[config.mk]
export PLATFORM = sky130hd
export DESIGN_NAME = clk_div_bank
export DESIGN_NICKNAME = d
export VERILOG_FILES = /design/src/rtl/clk_div_pkg.sv /design/src/rtl/clk_div_ch.sv /design/src/rtl/clk_div_bank.sv
export SDC_FILE = /design/constraint.sdc
export NUM_CORES = 1
export LEC_CHECK = 0
export ABC_AREA = 1
export CORE_MARGIN = 5
export CORE_UTILIZATION = 43
export DETAILED_ROUTE_END_ITERATION = 8
export SLEW_MARGIN = 10
export SYNTH_ARGS = -nofsm -noshare
export SYNTH_HDL_FRONTEND = slang
export SYNTH_HIERARCHICAL = 1
export SYNTH_SLANG_ARGS = --single-unit
export TNS_END_PERCENT = 1
[constraint.sdc]
create_clock -name clk -period 3.9 [get_ports clk]
set_input_delay 0.78 -clock clk [delete_from_list [all_inputs] [get_ports clk]]
set_output_delay 0.78 -clock clk [all_outputs]
set_load 0.005 [all_outputs]
[src/rtl/clk_div_pkg.sv]
// Shared defaults and per-channel state type for the clock divider bank.
package clk_div_pkg;

  localparam int unsigned NumChDef  = 4;
  localparam int unsigned DivWDef   = 8;
  localparam int unsigned DefDivDef = 3;

  // Single-bit channel state; the divisor-wide registers live beside it in clk_div_ch.
  typedef struct packed {
    logic pending;
    logic clk_out;
    logic tick;
  } ch_state_t;

  localparam ch_state_t ChStateRst = '{pending: 1'b0, clk_out: 1'b0, tick: 1'b0};

endpackage

[src/rtl/clk_div_ch.sv]
// One divider channel: active/shadow divisor, period counter, registered level and strobe.
module clk_div_ch
  import clk_div_pkg::*;
#(
  parameter int unsigned DIV_W   = DivWDef,
  parameter int unsigned DEF_DIV = DefDivDef
) (
  input  logic             clk,
  input  logic             rst_n,
  input  logic             en,
  input  logic             resync,
  input  logic [DIV_W-1:0] div_val,
  input  logic             div_load,
  output logic             clk_out,
  output logic             tick,
  output logic             div_pending
);

  localparam logic [DIV_W-1:0] One    = DIV_W'(1);
  localparam logic [DIV_W-1:0] Two    = DIV_W'(2);
  localparam logic [DIV_W-1:0] RstDiv = DIV_W'(DEF_DIV);
  localparam logic [DIV_W-1:0] RstCnt = DIV_W'(DEF_DIV - 1);

  logic [DIV_W-1:0] act_q, act_d;
  logic [DIV_W-1:0] shd_q, shd_d;
  logic [DIV_W-1:0] cnt_q, cnt_d;
  ch_state_t        st_q, st_d;
  logic             wrap;
  logic             apply;

  // Next-state: divisor hand-over, counter advance/park, output level and strobe.
  always_comb begin
    act_d = act_q;
    shd_d = shd_q;
    cnt_d = cnt_q;
    st_d  = st_q;

    // Divisors below 2 make every enabled edge a period boundary.
    wrap  = en && (resync || (act_q < Two) || (cnt_q >= act_q - One));
    // A load on this very edge postpones hand-over so only the newest value lands.
    apply = st_q.pending && !div_load && (wrap || !en);

    if (apply) begin
      act_d        = shd_q;
      st_d.pending = 1'b0;
    end
    if (div_load) begin
      shd_d        = div_val;
      st_d.pending = 1'b1;
    end

    if (!en) begin
      // Parked one short of the end so the first enabled edge wraps cleanly.
      cnt_d        = act_d - One;
      st_d.clk_out = 1'b0;
      st_d.tick    = 1'b0;
    end else if (act_d < Two) begin
      cnt_d        = '0;
      st_d.clk_out = 1'b0;
      st_d.tick    = 1'b1;
    end else begin
      cnt_d        = wrap ? '0 : cnt_q + One;
      st_d.clk_out = cnt_d < (act_d >> 1);
      st_d.tick    = cnt_d == (act_d - One);
    end
  end

  // State registers with asynchronous reset to the default divisor.
  always_ff @(posedge clk or negedge rst_n) begin
    if (!rst_n) begin
      act_q <= RstDiv;
      shd_q <= RstDiv;
      cnt_q <= RstCnt;
      st_q  <= ChStateRst;
    end else begin
      act_q <= act_d;
      shd_q <= shd_d;
      cnt_q <= cnt_d;
      st_q  <= st_d;
    end
  end

  assign clk_out     = st_q.clk_out;
  assign tick        = st_q.tick;
  assign div_pending = st_q.pending;

endmodule

[src/rtl/clk_div_bank.sv]
// Bank of NUM_CH independent clock dividers with glitch-free divisor reload.
// Define CLK_DIV_BANK_RESYNC_EN to add the resync input that phase-aligns all
// enabled channels by forcing them to wrap on the same edge.
module clk_div_bank
  import clk_div_pkg::*;
#(
  parameter int unsigned NUM_CH  = NumChDef,
  parameter int unsigned DIV_W   = DivWDef,
  parameter int unsigned DEF_DIV = DefDivDef
) (
  input  logic                    clk,
  input  logic                    rst_n,
  input  logic [NUM_CH-1:0]       en,
  input  logic [NUM_CH*DIV_W-1:0] div_val,
  input  logic [NUM_CH-1:0]       div_load,
`ifdef CLK_DIV_BANK_RESYNC_EN
  input  logic                    resync,
`endif
  output logic [NUM_CH-1:0]       clk_out,
  output logic [NUM_CH-1:0]       tick,
  output logic [NUM_CH-1:0]       div_pending
);

  logic resync_all;

`ifdef CLK_DIV_BANK_RESYNC_EN
  assign resync_all = resync;
`else
  assign resync_all = 1'b0;
`endif

  for (genvar i = 0; i < NUM_CH; i++) begin : g_ch
    clk_div_ch #(
      .DIV_W  (DIV_W),
      .DEF_DIV(DEF_DIV)
    ) u_ch (
      .clk        (clk),
      .rst_n      (rst_n),
      .en         (en[i]),
      .resync     (resync_all),
      .div_val    (div_val[i*DIV_W +: DIV_W]),
      .div_load   (div_load[i]),
      .clk_out    (clk_out[i]),
      .tick       (tick[i]),
      .div_pending(div_pending[i])
    );
  end

endmodule

==> results of run 1 <==
==> cell families after synthesis <==
family | count (synthesis) | synth area share
AO/OA/AOI/OAI | 114 | 0.0751
buffers and inverters | 216 | 0.103
XOR/XNOR | 44 | 0.0450
flip-flops | 108 | 0.319
adder cells (fa/ha/maj) | 68 | 0.0994
other | 1 | 0.000438
AND/OR/NAND/NOR | 630 | 0.359
==> worst max path at each step <==
stage | depth (start not counted) | slack, ns | endpoint
2_1_floorplan | 24 | 0.75 | g_ch[0].u_ch/tick$_DFF_PN0_
6_report | 24 | 0.28 | g_ch[3].u_ch/tick$_DFF_PN0_
4_1_cts | 24 | 0.20 | g_ch[3].u_ch/tick$_DFF_PN0_
3_3_place_gp | 24 | 0.24 | g_ch[3].u_ch/tick$_DFF_PN0_
5_1_grt | 24 | -0.05 | g_ch[3].u_ch/tick$_DFF_PN0_
3_5_place_dp | 24 | 0.23 | g_ch[3].u_ch/tick$_DFF_PN0_
==> cell usage in the layout (no fill, tap or decap), types with 8 or more instances in the layout <==
| cell type | Yosys | final |
|---|---|---|
| xor2_1 | 36 | 36 |
| clkdlybuf4s50_1 | 0 | 52 |
| nor3_1 | 10 | 10 |
| nor2_2 | 14 | 14 |
| buf_4 | 4 | 25 |
| o21ai_0 | 70 | 70 |
| nand2_1 | 316 | 316 |
| dfstp_2 | 20 | 20 |
| nand2_2 | 36 | 36 |
| nand3_1 | 132 | 132 |
| a21oi_1 | 18 | 18 |
| ha_1 | 68 | 68 |
| nor2_1 | 68 | 68 |
| inv_1 | 188 | 188 |
| clkbuf_16 | 0 | 9 |
| dfrtp_1 | 88 | 88 |
| nand2_4 | 22 | 20 |
| xnor2_1 | 8 | 8 |
==> where the power goes <==
group          switching [mW]  leakage [nW]  total, mW  internal [mW]
Clock                   0.416         0.147      0.950          0.534
Sequential              0.315          1.30       1.83           1.51
Combinational            2.77          3.63       4.42           1.65
==> worst max-delay path, stage by stage (launching register included) <==
cell     delay (ns)
dfstp_2        0.53
inv_1          0.07
ha_1           0.23
nand3_1        0.11
xor2_1         0.15
inv_1          0.05
ha_1           0.26
nand2_1        0.08
inv_1          0.04
nand2_1        0.05
nand2_1        0.06
nor2_2         0.15
nand3_4        0.17
nand2_8        0.17
nand2_1        0.10
o21ai_4        0.15
inv_1          0.08
ha_1           0.33
xnor2_1        0.17
nand2_1        0.07
nor2_1         0.08
nand2_1        0.06
nor2_1         0.08
nand3_1        0.11
a21oi_1        0.18
==> flip-flops by register name (all words and copies together) (netlist names) <==
register,flops
g_ch.u_ch/div_pending,4
g_ch.u_ch/tick,4
g_ch.u_ch/shd_q,32
g_ch.u_ch/cnt_q,32
g_ch.u_ch/clk_out,4
g_ch.u_ch/act_q,32
==> cell type report <==
type,instances,share of cell area
multi-input combinational,860,0.509
tap,265,0.0339
clock inverter,2,0.00358
timing repair buffer,77,0.0724
antenna,1,0.000256
sequential,108,0.279
inverter,194,0.0745
clock buffer,14,0.0270
==> timing repair <==
action / CTS / global route
setup buffers: 0 / 8
gates resized for setup: 0 / 2
endpoints found under the setup margin: 0 / 2
==> per-stage QoR <==
stage	worst slack [ns]	hold slack [ns]	total power, mW	cells	area (sq um)
2_1_floorplan	0.754	0.460	5.18	1184	8570
5_1_grt	-0.0530	0.527	8.07	1521	9780
4_1_cts	0.204	0.498	7.21	1512	9700
3_5_place_dp	0.232	0.489	6.22	1496	9400
6_report	0.282	0.485	7.20	1521	9780
3_3_place_gp	0.236	0.485	6.18	1496	9400
==> metal layers <==
metal,vias up,GRT usage,routed length [microns]
met5,-,0,0
met4,0,0.0521,379
met3,21,0.0329,603
met2,111,0.298,9130
met1,3211,0.256,9720
li1,3861,-,-
==> run_results.csv, run 1 <==
group,metric,value,unit
critical_path,required,4.17,ns
critical_path,crit_path_start,"g_ch[3].u_ch/act_q[0]$_DFF_PN1_",
yosys,yosysMostFrequentCell,"nand2_1",
die,die_area,22800,sq um
yosys,yosys_warnings,6,
grt,grt_pass1_vias,7034,
yosys,synth_top_area_frac,0.257,
drt,dr.pass1.iters,5,
power,power.density,736,nW/um^2
timing,maxSlewViolCount,0,
critical_path,start_kind,"flip-flop",
die,die_w,151,microns
grt,overflow,0,
timing,clock_skew,0.0104,ns
yosys,ys_ff_latch,108,
finish,final_nets,1360,
timing,relSlewSlack,0.484,
yosys,synthFlopType,"dfrtp_1",
timing,rsz0062_at_grt,"yes",
timing,period_share,0.928,
drt,vias,7204,
finish,syn_to_final_growth,14.3,%
drt,viasPerCell,4.74,
die,io_pins,54,
yosys,ys_types,37,
yosys,synth_largest_area_cell,"dfrtp_1",
die,start_util,0.438,
yosys,yosysSeqAreaShare,0.319,
yosys,ys_top_cells_by_count,"nand2_1 (316), inv_1 (188), nand3_1 (132)",
yosys,syn_avg_cell_area,7.25,sq um
clocking,clockBufferDepth,2,
grt,grt_usage,0.185,
critical_path,reg2reg_depth,24,
placed_design,portBuffers,53,
placed_design,gp_congestion,0.888,
hold_path,hp-class,"in -> async",
clocking,numCtsBuffers,9,
yosys,async_reset_ff_frac,1.00,
drt,drcViolationCount,0,
die,die_h,151,microns
yosys,ys_top_cells_by_area,"dfrtp_1 (26%), nand2_1 (14%), ha_1 (9.9%)",
critical_path,critPathMaxFanout,13,
finish,ff_latch_area,2730,sq um
drt,routedWlPerCell,13.0,microns
clocking,cts_tree,"built",
finish,drive_above_1_share,0.129,
timing,fmax,276,MHz
power,vdd_drop_max,259,uV
yosys,synth-edff-count,0,
power,p_leak,5.08,nW
finish,final_util,0.501,
critical_path,crit_arrival,3.89,ns
clocking,clock-root-buffer,"clkbuf_16",
drt,detail_route.wirelength,19.8,mm
clocking,cts_max_level,3,
placed_design,dpl.hpwl,16.0,mm
job,maxCapViolations,0,
clocking,clock_latency,0.35,ns
critical_path,timing.rr.start,"g_ch[3].u_ch/act_q[0]$_DFF_PN1_",
finish,fillers,1979,
critical_path,r2r_slack,0.28,ns
die,core-area,19500,sq um
drt,postRouteAntennaNets,0,
critical_path,end_kind,"flip-flop",
clocking,clock-sinks,108,
grt,antenna_found_initial,1,
die,rows,51,
yosys,syn_area,8560,sq um
timing,finalSetupTns,0,ns
grt,grt_pass1_wl,33.9,mm
clocking,postCtsHoldBufs,0,
timing,finalSetupViolations,0,
critical_path,r2r-end,"g_ch[3].u_ch/tick$_DFF_PN0_",
outcome,status,"finished, final reports clean",
timing,worst_pin_slew,0.775,ns
timing,period_minus_slack,3.62,ns
drt,drt_first_iter_violations,422,
timing,hold_viol_final,0,
yosys,syn_inst,1181,
finish,multiInputGateArea,4980,sq um
critical_path,worst-setup-path-type,"reg -> reg",
grt,grt_max_degree,58,
clocking,path_clk_slew,0.07,ns
Power figures use the tool's default switching activity.
==> run 2: changes to the inputs <==
--- a/config.mk
+++ b/config.mk
@@ -7,8 +7,9 @@
 export LEC_CHECK = 0
 export ABC_AREA = 1
 export CORE_MARGIN = 5
-export CORE_UTILIZATION = 43
+export CORE_UTILIZATION = 61
 export DETAILED_ROUTE_END_ITERATION = 8
+export PLACE_DENSITY = 0.82
 export SLEW_MARGIN = 10
 export SYNTH_ARGS = -nofsm -noshare
 export SYNTH_HDL_FRONTEND = slang
==> run 2 against run 1 <==
- maximum frequency rose by 0.43%
- critical endpoint is now g_ch[2].u_ch/tick$_DFF_PN0_
- power up 1.5%
- final cell count down 5.3%
- flip-flop and latch count is the same
- register-to-register slack better by 0.02 ns
- clock power up 3.9%
- worst hold slack is essentially flat
- die area fell by 28%
- utilization rose by 20 points
- global-route usage increased by 6.1 points
==> run_results.csv, run 2 (synthesis gave the netlist of run 1 again) <==
group,metric,value,unit
drt,vias,7563,
timing,hold_viol_final,0,
clocking,cts_max_level,3,
finish,layout_commonest_cell,"nand2_1",
clocking,clockBufferDepth,2,
timing,setup_ws,0.297,ns
job,maxCapViolations,0,
clocking,clock-sinks,108,
power,power.density,750,nW/um^2
hold_path,hp-class,"reg -> reg",
clocking,numCtsBuffers,9,
timing,fmax,278,MHz
grt,grt_max_degree,65,
finish,syn_to_final_growth,13.8,%
die,io_pins,54,
grt,antenna_found_initial,1,
die,die_w,128,microns
grt,grt_pass1_wl,33.2,mm
die,rows,43,
timing,maxSlewViolCount,0,
drt,postRouteAntennaNets,0,
clocking,cts_tree,"built",
finish,stdcell_area,9740,sq um
placed_design,portBuffers,53,
critical_path,start_kind,"flip-flop",
placed_design,dpl.hpwl,15.2,mm
placed_design,gp_congestion,0.904,
power,vdd_drop_max,443,uV
drt,detail_route.wirelength,19.6,mm
clocking,path_clk_slew,0.08,ns
clocking,clock-root-buffer,"clkbuf_16",
critical_path,worst-setup-path-type,"reg -> reg",
die,core-area,13800,sq um
outcome,status,"finished, final reports clean",
critical_path,required,4.19,ns
finish,final_nets,1364,
drt,drcViolationCount,0,
placed_design,dp.cells,1409,
finish,layout_common_cells,"nand2_1 (316), inv_1 (188), nand3_1 (131)",
timing,period_share,0.924,
drt,drt_first_iter_violations,586,
drt,routedWlPerCell,13.6,microns
placed_design,post-place-ws,0.187,ns
timing,period_minus_slack,3.60,ns
finish,final_util,0.704,
clocking,clock_latency,0.36,ns
drt,viasPerCell,5.25,
grt,overflow,0,
critical_path,critPathMaxFanout,13,
grt,grt_pass1_vias,7339,
finish,stdcell_count,1440,
timing,relSlewSlack,0.465,
grt,grt_usage,0.246,
timing,finalSetupViolations,0,
die,die_area,16500,sq um
timing,clock_skew,0.0103,ns
die,die_h,128,microns
finish,top_regs,"g_ch.u_ch/act_q x32, g_ch.u_ch/cnt_q x32, g_ch.u_ch/shd_q x32",
die,start_util,0.619,
power,p_leak,5.10,nW
clocking,postCtsHoldBufs,0,
timing,finalSetupTns,0,ns
critical_path,crit_arrival,3.90,ns
critical_path,end_kind,"flip-flop",
drt,dr.pass1.iters,5,
finish,drive_above_1_share,0.134,
placed_design,placed_cell_area,9280,sq um
timing,worst_pin_slew,0.802,ns
## run 2: power by group
part	switching [mW]	internal (mW)
clock network	0.421	0.566
registers	0.326	1.51
logic	2.81	1.67
total	3.55	3.75
## run 2: timing repair
| action | CTS | global route |
|---|---|---|
| gates resized for setup | 0 | 5 |
| setup endpoints to repair | 0 | 3 |
| buffers inserted | 0 | 14 |
## run 2: worst paths after layout
| path | from | to | slack, ns | depth (start not counted) |
|---|---|---|---|---|
| max | g_ch[2].u_ch/act_q[0]$_DFF_PN1_ | g_ch[2].u_ch/tick$_DFF_PN0_ | 0.30 | 26 |
| max in group asynchronous | rst_n | g_ch[2].u_ch/shd_q[1]$_DFFE_PN1P_ | 2.50 | 2 |
| max reg2reg | g_ch[2].u_ch/act_q[0]$_DFF_PN1_ | g_ch[2].u_ch/tick$_DFF_PN0_ | 0.30 | 26 |
| min in group asynchronous | rst_n | g_ch[3].u_ch/clk_out$_DFF_PN0_ | 0.50 | 1 |
| min reg2reg | g_ch[2].u_ch/shd_q[1]$_DFFE_PN1P_ | g_ch[2].u_ch/shd_q[1]$_DFFE_PN1P_ | 0.48 | 2 |
| min | g_ch[2].u_ch/shd_q[1]$_DFFE_PN1P_ | g_ch[2].u_ch/shd_q[1]$_DFFE_PN1P_ | 0.48 | 2 |
## run 2: area by class of cell
cell class / count / area [sq um]
multi-input combinational: 860 / 5000
fill: 1091 / 4090
sequential: 108 / 2730
timing repair buffer: 81 / 738
inverter: 194 / 728
clock buffer: 11 / 233
tap: 180 / 225
clock inverter: 5 / 83.8
antenna: 1 / 2.50
## run 2: metrics by stage
stage / hold slack (ns) / power, mW
detailed placement: 0.478 / 6.16
floorplan: 0.460 / 5.18
CTS: 0.489 / 7.19
finish: 0.485 / 7.30
global route: 0.520 / 8.13
global placement: 0.482 / 6.01
## run 2: critical path, cell delays in order (launching register included)
cell and delay [ns]:
dfstp_2 0.53, inv_1 0.06, ha_1 0.24, nand3_1 0.10, xor2_1 0.17, inv_1 0.06
ha_1 0.27, nand2_1 0.08, inv_1 0.04, nand2_1 0.05, nand2_1 0.06, nor2_2 0.15
nand3_4 0.15, nand2_8 0.15, nand2_1 0.10, o21ai_4 0.14, inv_1 0.08, ha_1 0.24
nand3_1 0.11, nand2_1 0.09, nand2_1 0.12, nand2_1 0.07, nand2_1 0.06, nand2_1 0.07
nor2_1 0.13, nand3_1 0.10, a21oi_1 0.12
## run 2: metal layers
layer | wire (microns) | global-route usage | up-vias
met5 | 0 | 0 | -
met4 | 426 | 0.0843 | 0
met3 | 970 | 0.0411 | 34
met2 | 9430 | 0.409 | 207
met1 | 8760 | 0.327 | 3451
li1 | - | - | 3871
==> run 3: changes to the inputs <==
--- a/config.mk
+++ b/config.mk
@@ -9,7 +9,7 @@
 export CORE_MARGIN = 5
 export CORE_UTILIZATION = 61
 export DETAILED_ROUTE_END_ITERATION = 8
-export PLACE_DENSITY = 0.82
+export PLACE_DENSITY = 0.81
 export SLEW_MARGIN = 10
 export SYNTH_ARGS = -nofsm -noshare
 export SYNTH_HDL_FRONTEND = slang
==> run 3 against run 2 <==
- flip-flop and latch count stayed put
- utilization decreased by 0.69 points
- largest cell class unchanged
- critical path type unchanged
- largest power group unchanged
- combinational power down 2%
==> run_results.csv, run 3 (synthesis gave the netlist of run 1 again) <==
group,metric,value,unit
timing,fmax,276,MHz
drt,routedWlPerCell,13.3,microns
timing,whs,0.472,ns
die,io_pins,54,
die,rows,43,
drt,detail_route.wirelength,19.0,mm
timing,hold_viol_final,0,
grt,grt_pass1_vias,6938,
clocking,clockBufferDepth,2,
critical_path,crit_arrival,3.91,ns
timing,finalSetupViolations,0,
grt,grt_usage,0.238,
die,die_h,128,microns
clocking,postCtsHoldBufs,0,
clocking,cts_max_level,3,
drt,viasPerCell,5.24,
power,p_int,3.66,mW
grt,overflow,0,
die,core-area,13800,sq um
timing,maxSlewViolCount,0,
grt,grt_pass1_wl,32.1,mm
critical_path,worst-setup-path-type,"reg -> reg",
grt,antenna_found_initial,0,
die,die_area,16500,sq um
placed_design,portBuffers,53,
die,die_w,128,microns
clocking,cts_tree,"built",
finish,drive_above_1_share,0.129,
drt,vias,7486,
drt,drcViolationCount,0,
timing,period_share,0.930,
placed_design,gp_congestion,0.959,
critical_path,critPathMaxFanout,9,
power,vdd_drop_max,316,uV
timing,setup_ws,0.273,ns
power,power_frac_seq,0.255,
timing,rsz0062_at_grt,"yes",
hold_path,hp-class,"in -> async",
drt,dr.pass1.iters,7,
finish,layout_common_cells,"nand2_1 (316), inv_1 (188), nand3_1 (130)",
power,p_leak,5.06,nW
critical_path,crit_path_start,"g_ch[0].u_ch/act_q[0]$_DFF_PN1_",
critical_path,end_kind,"flip-flop",
timing,relSlewSlack,0.534,
critical_path,required,4.18,ns
clocking,path_clk_slew,0.07,ns
power,total_power,7.18,mW
power,power.density,745,nW/um^2
drt,postRouteAntennaNets,0,
drt,drt_first_iter_violations,514,
placed_design,placed_cell_area,9280,sq um
placed_design,post-place-ws,0.273,ns
finish,syn_to_final_growth,12.6,%
power,power.switching,3.52,mW
finish,stdcell_area,9640,sq um
critical_path,start_kind,"flip-flop",
finish,layout_commonest_cell,"nand2_1",
finish,top_regs,"g_ch.u_ch/act_q x32, g_ch.u_ch/cnt_q x32, g_ch.u_ch/shd_q x32",
clocking,clock_latency,0.35,ns
finish,diodes,0,
placed_design,dpl.hpwl,14.8,mm
timing,clock_skew,0.00633,ns
critical_path,timing.rr.start,"g_ch[0].u_ch/act_q[0]$_DFF_PN1_",
power,p_sw_frac,0.490,
power,p_comb_frac,0.614,
clocking,clock-root-buffer,"clkbuf_16",
clocking,numCtsBuffers,9,
timing,period_minus_slack,3.63,ns
timing,worst_pin_slew,0.699,ns
clocking,clock-sinks,108,
outcome,status,"finished, final reports clean",
finish,final_nets,1354,
job,maxCapViolations,0,
grt,grt_max_degree,55,
power,clockPowerShare,0.130,
die,start_util,0.619,
[run 3: cell count changes in the layout (fill, tap and decap cells not counted), sizes merged]
| cell | change |
|---|---|
| bufinv | -1 |
| clkinvlp | -1 |
| buf | -10 |
| diode | -1 |
| clkinv | +2 |
[run 3: cell type report]
| type | instances | area [sq um] |
|---|---|---|
| clock buffers | 11 | 243 |
| clock inverters | 5 | 60.1 |
| fillers | 1139 | 4190 |
| inverters | 194 | 728 |
| multi-input cells | 860 | 4990 |
| flip-flops and latches | 108 | 2730 |
| well taps | 180 | 225 |
| repair buffers | 71 | 663 |
[run 3: power groups by stage]
| stage | combinational, mW | sequential [mW] | clock (mW) |
|---|---|---|---|
| final | 4.41 | 1.83 | 0.935 |
| after floorplan | 3.43 | 1.75 | 0 |
| after global routing | 5.05 | 1.88 | 1.01 |
| after detailed placement | 4.29 | 1.85 | 0 |
| after global placement | 4.19 | 1.84 | 0 |
| after CTS | 4.35 | 1.83 | 0.959 |
[run 3: critical path, stage by stage (launching register included)]
cell,delay [ns]
dfstp_2,0.51
inv_1,0.07
ha_1,0.24
nand3_1,0.11
xor2_1,0.14
inv_1,0.06
ha_1,0.27
nand2_1,0.08
inv_1,0.04
nand2_1,0.05
nand2_1,0.06
nor2_2,0.15
nand3_4,0.16
nand2_4,0.16
nand2_1,0.08
nand2_2,0.13
ha_1,0.20
nand3_2,0.15
nor2_4,0.13
nand2_1,0.06
nand2_1,0.08
and2_1,0.17
nor2_1,0.05
nor2_1,0.14
nand3_1,0.12
a21oi_2,0.12
[run 3: worst paths after layout]
kind | end | slack (ns) | depth (start not counted)
setup / recovery | g_ch[0].u_ch/tick$_DFF_PN0_ | 0.27 | 25
hold / removal | g_ch[3].u_ch/tick$_DFF_PN0_ | 0.47 | 1
setup reg to reg | g_ch[0].u_ch/tick$_DFF_PN0_ | 0.27 | 25
hold reg to reg | g_ch[0].u_ch/shd_q[1]$_DFFE_PN1P_ | 0.50 | 2
max in group asynchronous | g_ch[2].u_ch/cnt_q[1]$_DFF_PN1_ | 2.50 | 2
min in group clk | g_ch[0].u_ch/shd_q[1]$_DFFE_PN1P_ | 0.50 | 2
[run 3: layer usage]
metal,vias up,GRT usage,share of wire
li1,3861,-,-
met1,3391,0.319,0.45
met2,206,0.401,0.48
met3,28,0.0299,0.047
met4,0,0.0780,0.018
met5,-,0,0
[run 3: per-stage QoR]
stage / TNS (ns) / cells / util
finish: 0 / 1429 / 0.697
global route: -0.0462 / 1429 / 0.697
CTS: 0 / 1425 / 0.693
detailed placement: 0 / 1409 / 0.671
global placement: 0 / 1409 / 0.671
floorplan: 0 / 1184 / -
[run 3: repair_timing]
| item | 4_1_cts | 5_1_grt |
|---|---|---|
| buffers inserted | 0 | 4 |
| setup endpoints to repair | 0 | 4 |
| gates resized for setup | 0 | 5 |
